[config.mk]
export PLATFORM = sky130hd
export DESIGN_NAME = axi_llc_read_unit
export DESIGN_NICKNAME = d
export VERILOG_FILES = /design/src/rtl/axi_llc_read_unit.sv
export SDC_FILE = /design/constraint.sdc
export NUM_CORES = 1
export LEC_CHECK = 0
export BUFFER_PORTS_ARGS = -buffer_cell sky130_fd_sc_hd__buf_2
export CORE_MARGIN = 2
export CORE_UTILIZATION = 45
export CTS_CLUSTER_DIAMETER = 100
export DETAILED_ROUTE_END_ITERATION = 10
export PLACE_DENSITY = 0.74
export SLEW_MARGIN = 15
export SYNTH_ARGS = -nofsm -noshare
export SYNTH_HDL_FRONTEND = slang
export SYNTH_SLANG_ARGS = --single-unit
[constraint.sdc]
create_clock -name clk_i -period 9.8 [get_ports clk_i]
set_input_delay 1.96 -clock clk_i [delete_from_list [all_inputs] [get_ports clk_i]]
set_output_delay 1.96 -clock clk_i [all_outputs]
set_load 0.01 [all_outputs]
[src/rtl/axi_llc_read_unit.sv]
`default_nettype none
// ============================================================================
//  Module   : axi_llc_read_unit
//  Brief    : LLC read-hit unit. Walks a hit read descriptor beat by beat,
//             issues one data-way read per beat, buffers returned words and
//             drives the AXI R channel (id/resp/last). The line is unlocked
//             in the same cycle its final way request is accepted.
//  Revision : 1.0 - initial release
// ============================================================================
module axi_llc_read_unit #(
    parameter int ID_WIDTH         = 4,
    parameter int ADDR_WIDTH       = 32,
    parameter int LEN_WIDTH        = 8,
    parameter int DATA_WIDTH       = 64,
    parameter int BYTE_OFFSET_LEN  = 3,
    parameter int BLOCK_OFFSET_LEN = 3,
    parameter int INDEX_WIDTH      = 8,
    parameter int SET_ASSO         = 4,
    parameter int RBUF_DEPTH       = 2
) (
    input  logic                        clk_i,
    input  logic                        rst_i,
    input  logic                        test_i,
    // read descriptor
    input  logic [ID_WIDTH-1:0]         desc_a_x_id_i,
    input  logic [ADDR_WIDTH-1:0]       desc_a_x_addr_i,
    input  logic [LEN_WIDTH-1:0]        desc_a_x_len_i,
    input  logic [2:0]                  desc_a_x_size_i,
    input  logic [1:0]                  desc_a_x_burst_i,
    input  logic [1:0]                  desc_x_resp_i,
    input  logic                        desc_x_last_i,
    input  logic [SET_ASSO-1:0]         desc_way_ind_i,
    input  logic [INDEX_WIDTH-1:0]      desc_index_partition_i,
    input  logic                        desc_valid_i,
    output logic                        desc_ready_o,
    // data-way read request
    output logic [1:0]                  way_inp_cache_unit_o,
    output logic [SET_ASSO-1:0]         way_inp_way_ind_o,
    output logic [INDEX_WIDTH-1:0]      way_inp_line_addr_o,
    output logic [BLOCK_OFFSET_LEN-1:0] way_inp_blk_offset_o,
    output logic                        way_inp_we_o,
    output logic [DATA_WIDTH-1:0]       way_inp_data_o,
    output logic [DATA_WIDTH/8-1:0]     way_inp_strb_o,
    output logic                        way_inp_valid_o,
    input  logic                        way_inp_ready_i,
    // data-way read return (no backpressure)
    input  logic [DATA_WIDTH-1:0]       way_out_data_i,
    input  logic                        way_out_valid_i,
    // AXI slave-port R channel
    output logic [ID_WIDTH-1:0]         r_chan_id_o,
    output logic [DATA_WIDTH-1:0]       r_chan_data_o,
    output logic [1:0]                  r_chan_resp_o,
    output logic                        r_chan_last_o,
    output logic                        r_chan_user_o,
    output logic                        r_chan_valid_o,
    input  logic                        r_chan_ready_i,
    // line unlock
    output logic [INDEX_WIDTH-1:0]      r_unlock_index_o,
    output logic [SET_ASSO-1:0]         r_unlock_way_ind_o,
    output logic                        r_unlock_req_o,
    input  logic                        r_unlock_gnt_i
);

    localparam int              c_cnt_w        = $clog2(RBUF_DEPTH + 1);
    localparam int              c_ptr_w        = (RBUF_DEPTH > 1) ? $clog2(RBUF_DEPTH) : 1;
    localparam logic [c_cnt_w-1:0] c_depth     = c_cnt_w'(RBUF_DEPTH);
    localparam logic [c_ptr_w-1:0] c_ptr_last  = c_ptr_w'(RBUF_DEPTH - 1);
    localparam logic [1:0]      c_r_chan_unit  = 2'd1;
    localparam logic [1:0]      c_burst_fixed  = 2'b00;
    localparam logic [1:0]      c_resp_slverr  = 2'b10;

    typedef enum logic [0:0] {
        ST_IDLE = 1'b0,
        ST_BUSY = 1'b1
    } state_t;

    typedef struct packed {
        logic [ID_WIDTH-1:0] id;
        logic [1:0]          resp;
        logic                last;
        logic                err;
    } meta_t;

    // descriptor being walked
    state_t                  r_state;
    logic [ID_WIDTH-1:0]     r_id;
    logic [ADDR_WIDTH-1:0]   r_addr;
    logic [LEN_WIDTH-1:0]    r_len;
    logic [2:0]              r_size;
    logic [1:0]              r_burst;
    logic [1:0]              r_resp;
    logic                    r_xlast;
    logic [SET_ASSO-1:0]     r_way_ind;
    logic [INDEX_WIDTH-1:0]  r_index;

    // way requests issued but not yet returned
    logic [c_cnt_w-1:0]      r_outstanding;

    // meta FIFO: one entry per accepted beat
    meta_t                   r_meta_mem [RBUF_DEPTH];
    logic [c_ptr_w-1:0]      r_meta_wr;
    logic [c_ptr_w-1:0]      r_meta_rd;
    logic [c_cnt_w-1:0]      r_meta_cnt;

    // data FIFO: returned way words
    logic [DATA_WIDTH-1:0]   r_data_mem [RBUF_DEPTH];
    logic [c_ptr_w-1:0]      r_data_wr;
    logic [c_ptr_w-1:0]      r_data_rd;
    logic [c_cnt_w-1:0]      r_data_cnt;

    logic                    w_busy;
    logic                    w_err;
    logic                    w_last_beat;
    logic                    w_gnt_ok;
    logic                    w_credit;
    logic                    w_meta_full;
    logic                    w_meta_empty;
    logic                    w_data_full;
    logic                    w_data_empty;
    logic                    w_req_valid;
    logic                    w_req_fire;
    logic                    w_err_fire;
    logic                    w_beat_fire;
    logic                    w_desc_done;
    logic                    w_desc_load;
    logic [ADDR_WIDTH-1:0]   w_num_bytes;
    logic [ADDR_WIDTH-1:0]   w_addr_next;
    meta_t                   w_meta_push_val;
    meta_t                   w_meta_head;
    logic                    w_r_fire;
    logic                    w_data_push;
    logic                    w_data_pop;
    logic                    w_unused;

    function automatic logic [c_ptr_w-1:0] ptr_inc(input logic [c_ptr_w-1:0] p);
        return (p == c_ptr_last) ? '0 : p + c_ptr_w'(1);
    endfunction

    assign w_unused     = test_i;

    assign w_busy       = (r_state == ST_BUSY);
    assign w_err        = (r_resp == c_resp_slverr);
    assign w_last_beat  = (r_len == '0);
    // the final beat of a descriptor is held back until the unlock can be granted
    assign w_gnt_ok     = !w_last_beat || r_unlock_gnt_i;
    assign w_credit     = ({1'b0, r_outstanding} + {1'b0, r_data_cnt}) < {1'b0, c_depth};
    assign w_meta_full  = (r_meta_cnt == c_depth);
    assign w_meta_empty = (r_meta_cnt == '0);
    assign w_data_full  = (r_data_cnt == c_depth);
    assign w_data_empty = (r_data_cnt == '0);

    assign w_req_valid  = w_busy && !w_err && w_credit && !w_meta_full && w_gnt_ok;
    assign w_req_fire   = w_req_valid && way_inp_ready_i;
    // error beats skip the data ways and only need meta space
    assign w_err_fire   = w_busy && w_err && !w_meta_full && w_gnt_ok;
    assign w_beat_fire  = w_req_fire || w_err_fire;
    assign w_desc_done  = w_beat_fire && w_last_beat;

    assign desc_ready_o = !w_busy || w_desc_done;
    assign w_desc_load  = desc_valid_i && desc_ready_o;

    assign w_num_bytes  = ADDR_WIDTH'(1) << r_size;
    assign w_addr_next  = (r_addr + w_num_bytes) & ~(w_num_bytes - ADDR_WIDTH'(1));

    // way request payload
    assign way_inp_valid_o      = w_req_valid;
    assign way_inp_cache_unit_o = c_r_chan_unit;
    assign way_inp_way_ind_o    = r_way_ind;
    assign way_inp_line_addr_o  = r_index;
    assign way_inp_blk_offset_o = r_addr[BYTE_OFFSET_LEN +: BLOCK_OFFSET_LEN];
    assign way_inp_we_o         = 1'b0;
    assign way_inp_data_o       = '0;
    assign way_inp_strb_o       = '0;

    // unlock
    assign r_unlock_req_o     = w_desc_done;
    assign r_unlock_index_o   = r_index;
    assign r_unlock_way_ind_o = r_way_ind;

    // meta and R channel
    assign w_meta_push_val.id   = r_id;
    assign w_meta_push_val.resp = r_resp;
    assign w_meta_push_val.last = w_last_beat && r_xlast;
    assign w_meta_push_val.err  = w_err;
    assign w_meta_head          = r_meta_mem[r_meta_rd];

    assign r_chan_valid_o = !w_meta_empty && (w_meta_head.err || !w_data_empty);
    assign r_chan_id_o    = w_meta_head.id;
    assign r_chan_resp_o  = w_meta_head.resp;
    assign r_chan_last_o  = w_meta_head.last;
    assign r_chan_user_o  = 1'b0;
    assign r_chan_data_o  = w_meta_head.err ? '0 : r_data_mem[r_data_rd];

    assign w_r_fire    = r_chan_valid_o && r_chan_ready_i;
    assign w_data_pop  = w_r_fire && !w_meta_head.err;
    assign w_data_push = way_out_valid_i;

    // descriptor walker: latch, count down beats, advance address
    always_ff @(posedge clk_i or posedge rst_i) begin
        if (rst_i) begin
            r_state   <= ST_IDLE;
            r_id      <= '0;
            r_addr    <= '0;
            r_len     <= '0;
            r_size    <= '0;
            r_burst   <= '0;
            r_resp    <= '0;
            r_xlast   <= 1'b0;
            r_way_ind <= '0;
            r_index   <= '0;
        end else if (w_desc_load) begin
            r_state   <= ST_BUSY;
            r_id      <= desc_a_x_id_i;
            r_addr    <= desc_a_x_addr_i;
            r_len     <= desc_a_x_len_i;
            r_size    <= desc_a_x_size_i;
            r_burst   <= desc_a_x_burst_i;
            r_resp    <= desc_x_resp_i;
            r_xlast   <= desc_x_last_i;
            r_way_ind <= desc_way_ind_i;
            r_index   <= desc_index_partition_i;
        end else if (w_desc_done) begin
            r_state   <= ST_IDLE;
        end else if (w_beat_fire) begin
            r_len     <= r_len - LEN_WIDTH'(1);
            if (r_burst != c_burst_fixed) begin
                r_addr <= w_addr_next;
            end
        end
    end

    // in-flight way request count; issue and return in one cycle cancel out
    always_ff @(posedge clk_i or posedge rst_i) begin
        if (rst_i) begin
            r_outstanding <= '0;
        end else begin
            case ({w_req_fire, way_out_valid_i})
                2'b10:   r_outstanding <= r_outstanding + c_cnt_w'(1);
                2'b01:   r_outstanding <= r_outstanding - c_cnt_w'(1);
                default: r_outstanding <= r_outstanding;
            endcase
        end
    end

    // meta FIFO pointers and occupancy
    always_ff @(posedge clk_i or posedge rst_i) begin
        if (rst_i) begin
            r_meta_wr  <= '0;
            r_meta_rd  <= '0;
            r_meta_cnt <= '0;
        end else begin
            if (w_beat_fire) r_meta_wr <= ptr_inc(r_meta_wr);
            if (w_r_fire)    r_meta_rd <= ptr_inc(r_meta_rd);
            r_meta_cnt <= r_meta_cnt + c_cnt_w'(w_beat_fire) - c_cnt_w'(w_r_fire);
        end
    end

    // meta FIFO storage
    always_ff @(posedge clk_i) begin
        if (w_beat_fire) r_meta_mem[r_meta_wr] <= w_meta_push_val;
    end

    // data FIFO pointers and occupancy; push and pop together are legal at full
    always_ff @(posedge clk_i or posedge rst_i) begin
        if (rst_i) begin
            r_data_wr  <= '0;
            r_data_rd  <= '0;
            r_data_cnt <= '0;
        end else begin
            if (w_data_push) r_data_wr <= ptr_inc(r_data_wr);
            if (w_data_pop)  r_data_rd <= ptr_inc(r_data_rd);
            r_data_cnt <= r_data_cnt + c_cnt_w'(w_data_push) - c_cnt_w'(w_data_pop);
        end
    end

    // data FIFO storage
    always_ff @(posedge clk_i) begin
        if (w_data_push) r_data_mem[r_data_wr] <= way_out_data_i;
    end

`ifndef SYNTHESIS
    // credit accounting guarantees a returned word always has a free slot
    a_no_data_overflow: assert property (
        @(posedge clk_i) disable iff (rst_i)
        !(w_data_push && w_data_full && !w_data_pop));
`endif

endmodule
`default_nettype wire

### Yosys cells after proc, flatten, opt, wreduce, memory -nomap -nowiden

Memories as Yosys holds them, arrays and structs flattened.
Cells that the tools add are included.

* logic and storage cells: 96
* RAM bits: 144
* memories: 2
* register bits: 75
* input port bits: 136
* output and inout port bits: 178

Memory list
* r_data_mem: depth 2, width 64, rd ports 1, clocked after Yosys merged registers in 0, write ports 1, RTL line 106 `logic [DATA_WIDTH-1:0] r_data_mem [RBUF_DEPTH];`
* r_meta_mem: depth 2, width 8, rd ports 1, clocked after Yosys merged registers in 0, write ports 1, RTL line 100 `meta_t r_meta_mem [RBUF_DEPTH];`

* $add $sub $neg: 14
* shift operators: 1
* multiplexer cells: 19
* order comparisons: 1
* eq/ne operators: 5
* reductions and logical operators: 35
* bitwise operators: 2

Operator list (number)
* 32-bit two-way mux: 4
* 64-bit two-way mux: 1
* 32-bit adder: 1
* 32-bit AND: 1
* 32-bit NOT: 1
* 1-bit by 3-bit << shifter with 32-bit output (first input constant): 1
* 32-bit by 1-bit subtractor with 32-bit output (second input constant): 1
* 8-bit two-way mux: 3
* 1-bit logical AND: 14
* 1-bit two-way mux: 10
* 2-bit nonzero test: 5
* 8-bit logical NOT: 1
* 8-bit by 1-bit subtractor with 8-bit output (second input constant): 1
* 1-bit logical NOT: 7
* 2-bit equality test (second input constant): 3
* 1-bit adder (second input constant): 4
* 2-bit by 1-bit adder with 2-bit output: 2
* 2-bit logical NOT: 2
* 1-bit logical OR: 4
* 2-bit case mux with 2 select lines: 1
* 2-bit by 1-bit subtractor with 2-bit output: 2
* 2-bit by 2-bit adder with 3-bit output: 1
* 3-bit by 2-bit < comparator with 1-bit output (second input constant): 1
* 3-bit AND reduction: 1
* 5 further kinds: 5

### Depth between registers and ports, before layout

* word-level depth: 13
* gate-level depth with buffers: 10
* depth with buffers taken out: 10

### Worst setup path before layout

No wires, ideal clock.

* path type: input -> register
* start: input port way_out_valid_i
* end: memory r_data_mem[0][0], enable pin
* setup time: 0.494 ns
* arrival time: 4.774 ns
* stages: 1
* buffers on the path: 0
* slack: 4.532 ns
* required time: 9.306 ns
* cell sequence: nor2b_1

* cells in the longest elaborated chain, start to end: 2

Ends and longest elaborated chain
* from (decl): RTL line 48 `input logic way_out_valid_i,`
* 1-bit two-way mux: RTL line 278 `if (w_data_push) r_data_mem[r_data_wr] <= way_out_data_i;`
* 1-bit two-way mux (not written as such): RTL line 278
* to (decl): RTL line 106

Every way passes these cells.

### Worst setup path in the final report

* start: input port way_inp_ready_i
* end: output port desc_ready_o

* cells in the longest elaborated chain, start to end: 4

Ends and longest elaborated chain
* from (decl): RTL line 45 `input logic way_inp_ready_i,`
* 1-bit logical AND: RTL line 153 `assign w_req_fire = w_req_valid && way_inp_ready_i;`
* 1-bit logical OR: RTL line 156 `assign w_beat_fire = w_req_fire || w_err_fire;`
* 1-bit logical AND: RTL line 157 `assign w_desc_done = w_beat_fire && w_last_beat;`
* 1-bit logical OR: RTL line 159 `assign desc_ready_o = !w_busy || w_desc_done;`
* to (decl): RTL line 35 `output logic desc_ready_o,`

Every way passes these cells.

==> flow_metrics.py <==
metrics = {
    "status": {
        "status": "completed",
    },
    "final_layout": {
        "antenna_cells": 0,
        "final_cells": 1123,
        "nNetsFinal": 1026,
        "final_layout_size_suffix_gt1_share_pct": 30.5,
        "n_fill_cell": 1585,
        "syn2layout_area_growth_pct": 17.3,
    },
    "timing": {
        "hold_violations": 0,
        "rsz0062_at_grt": "no",
        "skew_ns": 0.0130,
        "worst_pin_slew_ns": 1.04,
        "period_minus_slack_ns": 4.85,
        "fmax_ghz": 0.206,
        "max-slew-margin-rel_pct": 30.5,
        "fin_crit_sh_pct": 49.5,
        "finalMaxSlewViolations": 0,
        "setup_violations": 0,
        "finalSetupTns_ns": 0,
    },
    "placement": {
        "hpwl_mm": 11.6,
        "placedCellCount": 1091,
        "gp_congestion": 0.887,
        "io_buffers": 210,
    },
    "routing": {
        "drc_errors": 0,
        "num_vias": 5402,
        "wl_met2_mm": 8.40,
        "detail-route-antenna-nets": 0,
        "top_layer_used": "met5",
        "viasPerCell": 4.81,
        "met3_length_mm": 1.43,
        "met1_length_mm": 6.49,
        "first_iter_violations": 320,
        "wl_per_cell_um": 14.8,
        "firstDrtPassIters": 6,
        "routed_wl_mm": 16.7,
    },
    "critical_path": {
        "arrival_ns": 2.89,
        "critPathMaxFanout": 4,
        "path_class": "input pin to output port",
        "endpoint_kind": "output port",
        "required_ns": 7.84,
        "start_kind": "input pin",
    },
    "clock_tree": {
        "cts.path.max_buffers": 2,
        "cts.repair.resized": 0,
        "cts_root_buf": "clkbuf_16",
        "clk_latency_ns": 0.43,
        "clk_pin_slew_ns": 0.07,
        "cts_tree": "built",
        "htree_levels": 4,
        "post-cts-setup-buffers": 0,
        "numCtsBuffers": 17,
        "cts_hold_buffers": 0,
        "clock_sinks": 193,
    },
    "logic_synthesis": {
        "yosys.area.top_type": "edfxtp_1",
        "synth_edf_count": 144,
        "yosysSeqAreaShare_pct": 64.1,
        "syn_area_per_cell_um2": 12.7,
        "ys_top_cells_by_count": "edfxtp_1 (144), buf_4 (92), nand2_1 (89), nor2_1 (87), mux2i_1 (65)",
        "synth_area_leaders": "edfxtp_1 (50%), dfrtp_1 (14%), buf_4 (8.0%), mux2i_1 (7.5%), nand2_1 (3.9%)",
        "synth_top_area_share_pct": 49.9,
        "yosysUniqueCellTypes": 50,
        "synth_area_um2": 8660,
        "synthArstFlopShare_pct": 25.4,
        "synthFlopType": "edfxtp_1",
        "ys_ff_latch": 193,
        "yosysWarnings": 0,
        "syn_inst": 681,
        "yosysMostFrequentCell": "edfxtp_1",
    },
    "floorplanning": {
        "io_pins": 314,
        "start_util_pct": 46.1,
        "coreArea_um2": 18800,
        "die_h_um": 143,
        "die_x_um": 143,
        "num_rows": 50,
        "dieArea_um2": 20400,
    },
    "grt": {
        "grtUsageTotal_pct": 16.4,
        "grt_pass1_wl_mm": 25.5,
        "overflow": 0,
        "grt_pass1_vias": 5085,
        "grt_max_degree": 65,
        "antenna_found_initial": 1,
    },
    "power": {
        "p_total_uw": 3150,
        "p_leak_uw": 0.00460,
        "vdd_drop_max_v": 0.000148,
        "pwr_density_cell_nw_per_um2": 310,
    },
    "hold_path": {
        "hold_path_class": "flip-flop to flip-flop",
    },
    "flow_run": {
        "drv_cap": 0,
    },
}
area by class of cell:
type / count / area, µm² / area share (%)
multi-input cells: 432 / 2560 / 25.2
inverters: 16 / 60.1 / 0.591
clock inverters: 15 / 175 / 1.72
clock buffers: 17 / 425 / 4.19
repair buffers: 216 / 1100 / 10.8
well taps: 234 / 293 / 2.88
flip-flops and latches: 193 / 5550 / 54.7
routing by layer:
layer / up-vias / GRT usage (%)
li1: 2585 / -
met1: 2583 / 18.8
met2: 205 / 28.7
met3: 27 / 5.33
met4: 2 / 5.78
met5: - / 0
worst max-delay path: stages:
cell,delay (ns)
buf_2,0.09
nor3b_2,0.24
o2111ai_1,0.20
o21ai_2,0.22
buf_2,0.18
registers in the layout, indices dropped and copies added, names as in the netlist:
signal	count
r_meta_mem	16
r_meta_rd	1
r_size	3
r_data_wr	1
r_xlast	1
r_meta_cnt	2
r_data_rd	1
r_unlock_index_o	8
r_addr	6
r_id	4
r_data_cnt	2
r_data_mem	128
r_state	1
r_len	8
r_unlock_way_ind_o	4
r_meta_wr	1
r_outstanding	2
r_burst	2
r_resp	2
power by group:
part | leakage (µW) | internal (µW) | switching [µW]
clock | 0.000291 | 347 | 337
combinational | 0.00236 | 486 | 707
sequential | 0.00195 | 1140 | 127
total | 0.00460 | 1970 | 1170
worst paths after layout:
check | startpoint | to | slack (ns) | depth (start not counted)
min | r_burst[0] | r_burst[0] | 0.48 | 2
min in group asynchronous | rst_i | r_unlock_way_ind_o[2] | 1.68 | 3
max reg2reg | r_outstanding[0] | r_addr[1] | 6.77 | 8
min reg2reg | r_burst[0] | r_burst[0] | 0.48 | 2
max | way_inp_ready_i | desc_ready_o | 4.95 | 5
max in group asynchronous | rst_i | r_data_rd | 7.61 | 3
through the flow:
stage | util (%) | setup slack, ns | instance area, µm² | hold slack, ns
after CTS | 54.1 | 4.95 | 10200 | 0.483
after global placement | 50.9 | 4.98 | 9560 | 0.450
final | 54.1 | 4.95 | 10200 | 0.482
after detailed placement | 50.9 | 4.97 | 9560 | 0.465
after floorplan | - | 4.53 | 8940 | 0.442
after global routing | 54.1 | 4.85 | 10200 | 0.505
cells by family after synthesis:
logic type,Yosys count,share of synthesized area (%)
XOR/XNOR,17,1.72
AO/OA/AOI/OAI,45,3.50
other,2,0.0867
multiplexers,74,8.68
adder cells (fa/ha/maj),14,2.20
AND/OR/NAND/NOR,206,10.0
flip-flops,193,64.1
buffers and inverters,130,9.71
layout by cell type, fill, tap and decap left out, drive strengths merged, types with 2 or more instances in the layout:
cell type  synthesis  routed
buf              109     216
edfxtp           144     144
nand2             90      90
nor2              87      87
conb               2      76
mux2i             65      65
dfrtp             49      49
inv               16      25
clkbuf             5      17
o21ai             13      13
ha                12      12
a21oi             12      12
xnor2             11      11
nor3              10      10
mux2               9       9
xor2               6       6
clkinv             0       5
o211ai             4       4
a31oi              4       4
and2               4       4
or3                3       3
nand2b             2       2
nand3              2       2
nand4              2       2
fa                 2       2
nor2b              2       2
nor3b              2       2
Note: power is estimated with default switching activity, not from simulation.
